### config.mk
export PLATFORM = sky130hd
export DESIGN_NAME = fp16_div_sequencer
export DESIGN_NICKNAME = d
export VERILOG_FILES = /design/src/rtl/fp16_pkg.sv /design/src/rtl/fp16_result_fifo.sv /design/src/rtl/fp16_div_sequencer.sv
export SDC_FILE = /design/constraint.sdc
export NUM_CORES = 1
export LEC_CHECK = 0
export CAP_MARGIN = 30
export CORE_MARGIN = 2
export CORE_UTILIZATION = 55
export DETAILED_ROUTE_END_ITERATION = 10
export PLACE_DENSITY = 0.84
export SLEW_MARGIN = 10
export SYNTH_ARGS = -nofsm -noshare
export SYNTH_HDL_FRONTEND = slang
export SYNTH_SLANG_ARGS = --single-unit
### constraint.sdc
create_clock -name clk -period 5.35 [get_ports clk]
set_clock_uncertainty 0.1 [all_clocks]
set_input_delay 1.07 -clock clk [delete_from_list [all_inputs] [get_ports clk]]
set_output_delay 1.07 -clock clk [all_outputs]
set_load 0.05 [all_outputs]
### src/rtl/fp16_pkg.sv
// Shared fp16 constants, result flag positions and the divide sequencer state type.
package fp16_pkg;

    localparam logic [15:0] FP16_QNAN    = 16'h7E00;
    localparam logic [4:0]  FP16_EXP_MAX = 5'h1F;

    localparam int FLAG_DZ = 0;
    localparam int FLAG_TO = 1;

    typedef enum logic [2:0] {
        IDLE   = 3'd0,
        ISSUE  = 3'd1,
        WAIT   = 3'd2,
        CLEAR  = 3'd3,
        BYPASS = 3'd4
    } div_seq_state_t;

    // Signed infinity with the given sign bit.
    function automatic logic [15:0] fp16_inf(input logic sign);
        return {sign, FP16_EXP_MAX, 10'h000};
    endfunction

endpackage

### src/rtl/fp16_result_fifo.sv
// Generic synchronous FIFO holding {flags, result} entries for the divide sequencer.
module fp16_result_fifo #(
    parameter int DEPTH = 4
) (
    input  logic        clk,
    input  logic        reset_b,
    input  logic        push,
    input  logic [17:0] push_data,
    input  logic        pop,
    output logic [17:0] head,
    output logic        full,
    output logic        not_empty
);

    localparam int PW = $clog2(DEPTH);
    localparam int CW = PW + 1;

    logic [17:0]   mem_q [DEPTH];
    logic [17:0]   mem_d [DEPTH];
    logic [PW-1:0] wr_ptr_q, wr_ptr_d;
    logic [PW-1:0] rd_ptr_q, rd_ptr_d;
    logic [CW-1:0] count_q, count_d;
    logic          push_ok;
    logic          pop_ok;

    assign full      = (count_q == CW'(DEPTH));
    assign not_empty = (count_q != '0);
    assign head      = mem_q[rd_ptr_q];

    // Next-state for storage, pointers (wrap naturally, DEPTH is a power of two) and occupancy.
    always_comb begin
        mem_d    = mem_q;
        wr_ptr_d = wr_ptr_q;
        rd_ptr_d = rd_ptr_q;
        count_d  = count_q;
        push_ok  = push && !full;
        pop_ok   = pop && not_empty;
        if (push_ok) begin
            mem_d[wr_ptr_q] = push_data;
            wr_ptr_d        = wr_ptr_q + PW'(1);
        end
        if (pop_ok) begin
            rd_ptr_d = rd_ptr_q + PW'(1);
        end
        case ({push_ok, pop_ok})
            2'b10:   count_d = count_q + CW'(1);
            2'b01:   count_d = count_q - CW'(1);
            default: count_d = count_q;
        endcase
    end

    // Pointer and occupancy registers; reset empties the FIFO.
    always_ff @(posedge clk) begin
        if (!reset_b) begin
            wr_ptr_q <= '0;
            rd_ptr_q <= '0;
            count_q  <= '0;
        end else begin
            wr_ptr_q <= wr_ptr_d;
            rd_ptr_q <= rd_ptr_d;
            count_q  <= count_d;
        end
    end

    // Entry storage; contents are only meaningful below the occupancy count.
    always_ff @(posedge clk) begin
        mem_q <= mem_d;
    end

endmodule

### src/rtl/fp16_div_sequencer.sv
// Sequences one fp16 divide at a time through an external divider, short-circuits
// zero divisors, aborts stuck divides after TIMEOUT wait cycles, and queues results.
module fp16_div_sequencer
    import fp16_pkg::*;
#(
    parameter int DEPTH   = 4,
    parameter int TIMEOUT = 64
) (
    input  logic        clk,
    input  logic        reset_b,
    input  logic        in_valid,
    output logic        in_ready,
    input  logic [15:0] in_a,
    input  logic [15:0] in_b,
    output logic [15:0] div_a,
    output logic [15:0] div_b,
    output logic        div_start,
    output logic        div_clear,
    input  logic        div_valid,
    input  logic [15:0] div_result,
    output logic        out_valid,
    input  logic        out_ready,
    output logic [15:0] out_result,
    output logic [1:0]  out_flags
);

    localparam int            CW       = (TIMEOUT > 1) ? $clog2(TIMEOUT) : 1;
    localparam logic [CW-1:0] CNT_LAST = CW'(TIMEOUT - 1);
    localparam logic [1:0]    FLAGS_DZ = 2'(1 << FLAG_DZ);
    localparam logic [1:0]    FLAGS_TO = 2'(1 << FLAG_TO);

    div_seq_state_t state_q, state_d;
    logic [15:0]    a_q, a_d;
    logic [15:0]    b_q, b_d;
    logic [15:0]    res_q, res_d;
    logic [1:0]     flg_q, flg_d;
    logic [CW-1:0]  cnt_q, cnt_d;

    logic           fifo_push;
    logic [17:0]    fifo_push_data;
    logic [17:0]    fifo_head;
    logic           fifo_full;
    logic           fifo_not_empty;
    logic           accept;

    assign in_ready   = reset_b && (state_q == IDLE) && !fifo_full;
    assign accept     = in_valid && in_ready;
    assign div_a      = a_q;
    assign div_b      = b_q;
    assign div_start  = (state_q == ISSUE);
    assign div_clear  = (state_q == CLEAR);
    assign out_valid  = fifo_not_empty;
    assign out_result = fifo_head[15:0];
    assign out_flags  = fifo_head[17:16];

    // Next-state, operand latch, result capture and FIFO push decode.
    always_comb begin
        state_d        = state_q;
        a_d            = a_q;
        b_d            = b_q;
        res_d          = res_q;
        flg_d          = flg_q;
        cnt_d          = cnt_q;
        fifo_push      = 1'b0;
        fifo_push_data = {flg_q, res_q};
        case (state_q)
            IDLE: begin
                if (accept) begin
                    a_d     = in_a;
                    b_d     = in_b;
                    state_d = (in_b[14:0] == 15'h0) ? BYPASS : ISSUE;
                end
            end
            ISSUE: begin
                cnt_d   = '0;
                state_d = WAIT;
            end
            WAIT: begin
                if (div_valid) begin
                    res_d   = div_result;
                    flg_d   = 2'b00;
                    state_d = CLEAR;
                end else if (cnt_q == CNT_LAST) begin
                    res_d   = FP16_QNAN;
                    flg_d   = FLAGS_TO;
                    state_d = CLEAR;
                end else begin
                    cnt_d = cnt_q + CW'(1);
                end
            end
            CLEAR: begin
                fifo_push = 1'b1;
                state_d   = IDLE;
            end
            BYPASS: begin
                // 0/0 is NaN; anything else over zero is infinity signed by the operand signs.
                fifo_push = 1'b1;
                if (a_q[14:0] == 15'h0) begin
                    fifo_push_data = {FLAGS_DZ, FP16_QNAN};
                end else begin
                    fifo_push_data = {FLAGS_DZ, fp16_inf(a_q[15] ^ b_q[15])};
                end
                state_d = IDLE;
            end
            default: begin
                state_d = IDLE;
            end
        endcase
    end

    // State and datapath registers; reset drops any in-flight operation.
    always_ff @(posedge clk) begin
        if (!reset_b) begin
            state_q <= IDLE;
            a_q     <= 16'h0000;
            b_q     <= 16'h0000;
            res_q   <= 16'h0000;
            flg_q   <= 2'b00;
            cnt_q   <= '0;
        end else begin
            state_q <= state_d;
            a_q     <= a_d;
            b_q     <= b_d;
            res_q   <= res_d;
            flg_q   <= flg_d;
            cnt_q   <= cnt_d;
        end
    end

    fp16_result_fifo #(
        .DEPTH(DEPTH)
    ) u_fifo (
        .clk       (clk),
        .reset_b   (reset_b),
        .push      (fifo_push),
        .push_data (fifo_push_data),
        .pop       (out_valid && out_ready),
        .head      (fifo_head),
        .full      (fifo_full),
        .not_empty (fifo_not_empty)
    );

endmodule

==> flow_summary.ini <==
[detailed_routing]
drt_iter0_drc = 175
dr_total_vias = 3651
routedWlPerCell_um = 16.87
wl_mm = 11.32
vias_per_cell = 5.441
firstDrtPassIters = 4
drtAntennaViolNets = 0
drc = 0

[pwr]
power.density_nw_per_um2 = 372.8
switchingPower_uw = 754.9
comb_power_share_pct = 15.6
switching_share_pct = 28.47
pwr-share-seq_pct = 44.6
p_int_uw = 1896
max-vdd-ir-drop_mv = 0.2395
pwr-share-clk_pct = 39.8
p_leak_uw = 0.002551

[critical_path]
worstPathRequired_ns = 4.18
critPathMaxStageDelay_ns = 0.73
crit_path_cell_trace = buf_4 > mux4_2 > clkdlybuf4s50_1
worst_path_max_delay_cell = clkdlybuf4s50_1
endpoint_kind = primary output
worstPathMaxFanout = 14
path_class = reg2out
start_kind = flip-flop
cp.arrival_ns = 2.76

[clock_network]
hold_buffers = 0
cts_tree = done
post_cts_buffers = 0
ctsResizeCount = 0
clockBufferDepth = 2
root_buffer = clkbuf_8
h-tree-depth = 4
clk_latency_ns = 0.51
cts_buffers = 17
clk_pin_slew_worst_paths_ns = 0.06
clock_sinks = 137

[floorplanning]
die_h_um = 102.8
die_x_um = 102.8
pin_count = 107
dieArea_sq_um = 10580
num_rows = 36
coreArea_sq_um = 9639
start_util_pct = 55.75

[global_routing]
grt_pass1_vias = 3656
grt_max_degree = 66
grt_first_pass_wirelength_mm = 17.84
grt.overflow.total = 0
grt_usage_pct = 22.73
antenna_found_initial = 0

[min_path]
hold_class = reg2reg

[logic_synthesis]
syn_inst = 416
yosysUniqueCellTypes = 48
synthFlopType = edfxtp_1
synth.net_count = 476
ys_seq_area_share_pct = 64.45
synth.avg_cell_area_sq_um = 12.92
async_reset_ff_share_pct = 0
synth_top_area_cell = edfxtp_1
synth_area_leaders = edfxtp_1 (40%), dfxtp_1 (24%), mux4_2 (7.5%)
syn_area_sq_um = 5374
yosysWarnings = 0
yosys.area.top_type_share_pct = 40.23
synth_edf_count = 72
ys_ff_latch = 137

[cells_and_area]
area_delta_synth_final_pct = 32.34
nets = 585
diodes = 0
drive_gt1_share_pct = 12.64
fillerInstances = 642
stdcell_count = 671
utilization_pct = 73.78

[timing]
tns_ns = 0
relSlewSlack_pct = 38.32
finalSetupViolations = 0
rsz0062_at_grt = false
worst-slew-pin-transition_ns = 0.9239
maxSlewViolCount = 0
max_freq_mhz = 254.5
fin_crit_sh_pct = 73.46
post-route-min-period_ns = 3.930
hold_viol_final = 0

[placed_design]
dp_cells = 634
place_congestion = 0.8096
numPortBuffers = 106
dpl.hpwl_mm = 7.494

[flow_run]
drv_cap = 0

[status]
status = finished, final reports clean
synth_stat cells (4+ instances only):
library cell	n
o21ai_1	23
inv_1	10
nor4_1	7
clkbuf_1	10
dfxtp_1	65
buf_2	6
o21ai_0	14
buf_4	6
and2_1	5
nand2_1	75
ha_1	6
o221a_1	6
mux4_2	18
nor2_1	11
xor2_1	4
or2_2	5
a22o_1	10
edfxtp_1	72
nand4_1	5
nand3_1	9
nor2b_1	10
cells by family after synthesis:
group	after synthesis	synth area share, %
mux	18	7.544
xor+xnor	7	1.141
fa+ha+maj	7	1.769
simple gates	146	13.50
flops	137	64.45
compound gates	68	8.591
buf+inv	33	3.004
through the flow:
| step | hold slack, ns | setup WS, ns | cell area [sq um] | total power (uW) |
|---|---|---|---|---|
| 2_1_floorplan | 0.3323 | 2.404 | 5374 | 1468 |
| 3_3_place_gp | 0.3346 | 1.926 | 6491 | 1602 |
| 3_5_place_dp | 0.3399 | 1.830 | 6491 | 1611 |
| 4_1_cts | 0.3532 | 1.339 | 7036 | 2665 |
| 5_1_grt | 0.3707 | 1.283 | 7112 | 2743 |
| 6_report | 0.3544 | 1.420 | 7112 | 2651 |
power by group through the flow:
| stage | clock (uW) | combinational (uW) | sequential, uW |
|---|---|---|---|
| 2_1_floorplan | 0 | 187 | 1280 |
| 3_3_place_gp | 0 | 402 | 1200 |
| 3_5_place_dp | 0 | 408 | 1200 |
| 4_1_cts | 1070 | 411 | 1180 |
| 5_1_grt | 1120 | 439 | 1190 |
| 6_report | 1060 | 414 | 1180 |
layer usage:
layer	share of wire [%]	global-route usage, %	routed length (um)	up-vias
met5	0	0	0	-
met4	0.55	6.883	62	0
met3	6.4	8.746	724	4
met2	49	36.85	5598	122
met1	44	28.61	4933	1772
li1	-	-	-	1753
registers in the layout, summed over array words and instances, names as in the netlist:
register and flops:
res_q 16, u_fifo.mem_q 72, flg_q 1, u_fifo.count_q 3
div_b 16, u_fifo.rd_ptr_q 2, cnt_q 6, state_q 3
div_a 16, u_fifo.wr_ptr_q 2
layout make-up:
| cell class | count | area [sq um] | area share [%] |
|---|---|---|---|
| well taps | 133 | 166.4 | 2.340 |
| clock buffers | 17 | 414.1 | 5.823 |
| clock inverters | 15 | 130.1 | 1.830 |
| multi-input cells | 246 | 1750 | 24.61 |
| flip-flops and latches | 137 | 3463 | 48.70 |
| repair buffers | 113 | 1150 | 16.17 |
| inverters | 10 | 37.54 | 0.5278 |
worst max-delay path, delay by kind of cell (launching register included):
family                 cells  cell delay, ns
DFF                        1            0.59
muxes                      1            0.55
buffers and inverters      2            1.10
cell usage in the layout, fill, tap and decap left out, drive strengths merged, types with 6 or more instances in the layout:
cell type / count
buf: 8
clkdlybuf4s50: 105
o221a: 6
nand2: 75
edfxtp: 72
ha: 6
nand3: 9
a22o: 10
o21ai: 37
nor2: 12
dfxtp: 65
mux4: 18
nor2b: 10
nor4: 7
inv: 19
clkbuf: 17
final timing paths:
kind                      start           endpoint  slack, ns  cells after the start
max          u_fifo.rd_ptr_q[0]      out_result[4]       1.42                      3
min                   div_b[13]          div_b[13]       0.35                      2
max reg2reg          state_q[0]  u_fifo.count_q[2]       2.43                     11
min reg2reg           div_b[13]          div_b[13]       0.35                      2
No activity file was read; power rests on OpenSTA's default activity.
